**config.mk**
```make
export PLATFORM = sky130hd
export DESIGN_NAME = rvdff_pipe
export DESIGN_NICKNAME = d
export VERILOG_FILES = /design/src/rtl/rvdff_pipe.sv
export SDC_FILE = /design/constraint.sdc
export NUM_CORES = 1
export LEC_CHECK = 0
export ABC_AREA = 1
export CELL_PAD_IN_SITES_DETAIL_PLACEMENT = 1
export CELL_PAD_IN_SITES_GLOBAL_PLACEMENT = 2
export CORE_UTILIZATION = 28
export CTS_BUF_LIST = sky130_fd_sc_hd__clkbuf_4
export DETAILED_ROUTE_END_ITERATION = 10
export PLACE_DENSITY_LB_ADDON = 0.1
export SETUP_SLACK_MARGIN = 0.5
export SYNTH_ARGS = -nofsm -noshare
export SYNTH_HDL_FRONTEND = slang
export SYNTH_SLANG_ARGS = --single-unit
```
**constraint.sdc**
```tcl
create_clock -name clk -period 1.2 [get_ports clk]
set_input_delay 0.24 -clock clk [delete_from_list [all_inputs] [get_ports clk]]
set_output_delay 0.24 -clock clk [all_outputs]
set_load 0.01 [all_outputs]
```
**src/rtl/rvdff_pipe.sv**
```systemverilog
// rvdff_pipe: elastic pipeline register of DEPTH stages, WIDTH bits each.
// Every stage carries its own valid bit. An empty stage always takes its
// predecessor, so bubbles collapse toward the output even while the
// output is stalled.
//
// Handshake: a beat moves across an interface on a rising edge where
// valid and ready are both high. in_ready is combinational from
// out_ready and flush, through a DEPTH-long OR chain. It never depends on
// in_valid or in_data. out_valid and out_data come straight from the last
// stage's flops. They are held while out_valid & ~out_ready, and they
// drop without a transfer only on flush or rst.
module rvdff_pipe #(
  parameter int WIDTH = 14,
  parameter int DEPTH = 2
) (
  input  logic                         clk,
  input  logic                         rst,
  input  logic                         flush,
  input  logic                         in_valid,
  input  logic [WIDTH-1:0]             in_data,
  output logic                         in_ready,
  output logic                         out_valid,
  output logic [WIDTH-1:0]             out_data,
  input  logic                         out_ready,
  output logic [$clog2(DEPTH+1)-1:0]   count
);

  localparam int CW = $clog2(DEPTH+1);

  logic [DEPTH-1:0] r_v;
  logic [WIDTH-1:0] r_d [DEPTH];

  logic [DEPTH-1:0] w_rdy;
  logic [DEPTH-1:0] w_src_v;
  logic [WIDTH-1:0] w_src_d [DEPTH];
  logic             w_chain;
  logic [CW-1:0]    w_count;

  // Readiness chain: a stage can load if it is empty or its successor can load.
  always_comb begin
    w_rdy          = '0;
    w_chain        = ~r_v[DEPTH-1] | out_ready;
    w_rdy[DEPTH-1] = w_chain;
    for (int i = DEPTH - 2; i >= 0; i--) begin
      w_chain  = ~r_v[i] | w_chain;
      w_rdy[i] = w_chain;
    end
  end

  // Source of each stage: the upstream port for stage 0, else the previous stage.
  always_comb begin
    w_src_v = '0;
    for (int i = 0; i < DEPTH; i++) begin
      w_src_d[i] = '0;
    end
    w_src_v[0] = in_valid;
    w_src_d[0] = in_data;
    for (int i = 1; i < DEPTH; i++) begin
      w_src_v[i] = r_v[i-1];
      w_src_d[i] = r_d[i-1];
    end
  end

  // Occupancy: popcount of the stage valid bits.
  always_comb begin
    w_count = '0;
    for (int i = 0; i < DEPTH; i++) begin
      w_count = w_count + CW'(r_v[i]);
    end
  end

  // Stage update. Reset clears valid and data. Flush clears valid only.
  // Data loads only on a valid source, so bubbles do not toggle the data flops.
  always_ff @(posedge clk) begin
    if (rst) begin
      r_v <= '0;
      for (int i = 0; i < DEPTH; i++) begin
        r_d[i] <= '0;
      end
    end else if (flush) begin
      r_v <= '0;
    end else begin
      for (int i = 0; i < DEPTH; i++) begin
        if (w_rdy[i]) begin
          r_v[i] <= w_src_v[i];
          if (w_src_v[i]) begin
            r_d[i] <= w_src_d[i];
          end
        end
      end
    end
  end

  assign in_ready  = w_rdy[0] & ~flush;
  assign out_valid = r_v[DEPTH-1];
  assign out_data  = r_d[DEPTH-1];
  assign count     = w_count;

endmodule

```
Yosys cells after proc, flatten, opt, wreduce, memory -nomap -nowiden
Memory sizes are Yosys's and may differ from the RTL's.
Index checks and enable logic that the tools add are counted.
{ "op_classes": {"bitwise_logic": 8, "n_addsub": 1, "mux": 14, "reduce_logical": 1} }
{ "ops": {"columns": ["cell", "count"], "rows": [
  ["$mux W14", 2],
  ["$mux W1", 12],
  ["$or A1 B1 Y1", 4],
  ["$not A1 Y1", 3],
  ["$add A1 B1 Y2", 1],
  ["$reduce_or A2 Y1", 1],
  ["$and A1 B1 Y1", 1]
]} }
{ "word_totals": {"n_memories": 1, "in_bits": 19, "regBits": 2, "output_inout_bits": 18, "ramBits": 28} }
{ "memory_table": {"columns": ["name", "depth", "word_bits", "rd", "rd_clocked_by_memory_dff", "wr", "line", "rtl"], "rows": [
  ["r_d", 2, 14, 2, 0, 2, "31", "logic [WIDTH-1:0] r_d [DEPTH];"]
]} }

Logic depth before layout (Yosys ltp)
{ "logic_depth": {"ltp_word": 8, "depth_mapped": 5, "ltp_nobuf": 4} }

Worst setup path after synthesis
OpenSTA, ideal clock, no wires.
{ "synth_timing": {"kind": "register to register", "startpoint": "register r_v[1]", "endpoint": "memory r_d[0][0], enable pin", "setup_time_ns": 0.346, "period_less_slack_ns": 1.236, "setup_slack_ns": -0.036, "arrival_ns": 0.890, "stages_incl_launch_ff": 4, "path_cell_list": "dfxtp_1 -> nand3_2 -> nand3_1 -> nand2_1"} }
{ "synth_lines": {"columns": ["item", "line", "rtl"], "rows": [
  ["start: declaration", "30", "logic [DEPTH-1:0] r_v;"],
  ["start signal: indexed assignment", "85", "r_v[i] <= w_src_v[i];"],
  ["end: declaration", "31", null]
]} }

Final worst setup path
{ "layout_timing": {"startpoint": "register r_v[1]", "endpoint": "output port count[0]"} }
{ "layout_via": {"elab_chain_len": 1} }
{ "layout_lines": {"columns": ["item", "line", "rtl"], "rows": [
  ["$add A1 B1 Y2", "68", "w_count = w_count + CW'(r_v[i]);"],
  ["end: declaration", "25", "output logic [$clog2(DEPTH+1)-1:0] count"]
]} }
Every way passes these cells.

==> impl_metrics.yaml <==
synth:
  synth-seq-area-share: 0.6441
  yosysTopAreaCell: "edfxtp_1"
  synth_seq_cells: 30
  yosys_warnings: 0
  synth_area_sq_mm: 0.001368
  synth_nets: 142
  synthTopCellsByArea: "edfxtp_1, inv_1, buf_4"
  syn_area_per_cell_sq_um: 11.21
  netlist_instances: 122
  synth.distinct_cells: 15
  synth_top_area_share: 0.6148
timing:
  setup_viol: 46
  maxSlewHeadroom: 0.8725
  worst_pin_slew_ns: 0.1913
  rsz0062_at_grt: "yes"
  hold_viol_final: 0
  fin_ws_ns: -0.09622
  finClkSkew_ns: 0.005642
  fin_crit_sh: 1.080
  slew_viol_final: 0
  timing.fmax_ghz: 0.7715
  min_period_ns: 1.296
  fin_setup_tns_ns: -1.774
hold_path:
  hold_path_class: "input pin to register"
  hold_path_depth: 4
setup_path:
  critPathArrivalTime_ns: 1.06
  crit_type: "register to output pin"
  cp_data_required_time_ns: 0.96
  r2r_cells: 7
  crit_path_cell_trace: "ha_4 -> buf_6"
  endpoint_kind: "output pin"
  slowest_delay_ns: 0.38
  slowest_stage: "dfxtp_4"
  regToRegEndpoint: "r_d[0][9]"
  start_kind: "register"
  worstPathMaxFanout: 3
  cp-endpoint: "count[0]"
  r2r_slack_ns: -0.07
  timing.rr.start: "r_v[0]"
  startpoint: "r_v[1]"
place:
  routabilityCongestion: 0.6719
  io_buffers: 36
  dp_hpwl_um: 1702
  dp.cells: 216
die:
  core_area_sq_mm: 0.004723
  die_w_um: 71.89
  pin_count: 37
  row_count: 25
  chipHeight_um: 71.89
  start_util: 0.2895
  die_area_sq_mm: 0.005167
cells_and_area:
  areaGrowthSynthToFinish_pct: 52.42
  antenna_cells: 0
  drive_gt1_frac: 0.4524
  fin_cells: 235
  nets: 187
  final_util: 0.4413
route:
  wire_per_inst_um: 11.77
  routed-wl-met3_um: 151
  wl_met2_um: 1584
  highest_layer: "met4"
  viasPerCell: 3.872
  drt_iter0_markers: 17
  wirelength_um: 2766
  drc: 0
  vias: 910
  first_pass_iters: 4
  wl_met1_um: 1008
  ant_nets: 0
run:
  drv_cap: 0
grt:
  grt_start_max_net_pins: 11
  grt_pass1_wl_um: 4271
  grt_pass1_vias: 915
  antenna_found_initial: 0
  overflow: 0
  grt_util_all_layers: 0.1175
cts:
  postCtsHoldBufs: 0
  root_buffer: "clkbuf_4"
  worstSkewPairLatency_ns: 0.33
  cts_tree: "built"
  htree_levels: 2
  cts.sinks: 30
  path_clk_slew_ns: 0.09
  cts_buffer_depth: 2
  cts_made_buffers: 5
status:
  failed_checks: "negative setup slack"
  status: "finished, violations left"
pwr:
  power_mw: 2.347
  p_per_area_mw_per_mm2: 1126
  ir_drop_mv: 0.4214
  p_leak_nw: 0.8897
## flip-flops by register name, indices dropped and copies added, names as in the netlist
| name | flops |
|---|---|
| r_d | 28 |
| r_v | 2 |
## synthesized netlist by cell type
cell type,n
inv_1,35
edfxtp_1,28
nor2_1,18
buf_4,14
nor2_2,9
nand2_1,4
a21oi_1,2
buf_6,2
dfxtp_1,2
nand3_1,2
nor2_4,2
ha_1,1
nand2_2,1
nand3_2,1
nand3_4,1
## cell usage in the layout, fill, tap and decap left out, drive strengths merged, types with 3 or more instances in the layout
cell,instances
dlygate4sd2,3
edfxtp,28
nand2,7
buf,34
nand3,4
clkbuf,5
inv,34
clkdlybuf4s50,15
nor2,29
## critical path, delay by kind of cell (launching register included)
family / cells / cell delay (ns)
buf+inv: 1 / 0.09
flops: 1 / 0.38
fa+ha+maj: 1 / 0.26
## kinds of logic (layout without fill, tap and decap cells)
logic type,count (synthesis),count (layout),share of synthesized area
buf+inv,51,95,0.1894
simple gates,38,40,0.1500
flops,30,30,0.6441
compound gates,2,2,0.007320
fa+ha+maj,1,1,0.009148
## where the power goes
group          leakage, nW  total (mW)  internal, mW  switching [mW]
Sequential           0.313        1.22          1.20          0.0172
Clock               0.0450       0.800         0.431           0.368
Combinational        0.532       0.330         0.171           0.159
Total                0.890        2.35          1.80           0.545
## per-stage QoR
| stage | hold slack [ns] | instance area, sq um | setup slack, ns |
|---|---|---|---|
| after floorplan | 0.3886 | 1399 | 0.1673 |
| after global placement | 0.5150 | 1789 | -0.5029 |
| after detailed placement | 0.5231 | 1789 | -0.5269 |
| after CTS | 0.3248 | 2048 | -0.1186 |
| after global routing | 0.3583 | 2085 | -0.1348 |
| final | 0.3480 | 2085 | -0.09622 |
## timing repair
item / in CTS / in global routing
setup buffers: 7 / 1
gates cloned: 3 / 0
endpoints found under the setup margin: 76 / 76
gates resized for setup: 104 / 8
pin swaps: 7 / 7
## how the worst min path moves through the flow
stage                     slack (ns)  startpoint    endpoint
final                           0.35   out_ready      r_v[1]
after global routing            0.36   out_ready      r_v[1]
after global placement          0.52  r_d[0][13]  r_d[0][27]
after floorplan                 0.39         rst      r_v[1]
after detailed placement        0.52   r_d[0][1]  r_d[0][15]
after CTS                       0.32   out_ready      r_v[1]
## per-layer routing
layer / GRT usage / vias to the layer above
li1: - / 444
met2: 0.2107 / 21
met3: 0.04641 / 4
met5: 0 / -
met4: 0.05229 / 0
met1: 0.1205 / 441
## area by class of cell
cell class                 count  area, sq um
fill                         509         2639
sequential                    30        888.4
timing repair buffer          52        525.5
multi-input combinational     43        374.1
inverter                      35        135.1
tap                           67        83.83
clock inverter                 3        40.04
clock buffer                   5        37.54
No activity file was read; power rests on OpenSTA's default activity.
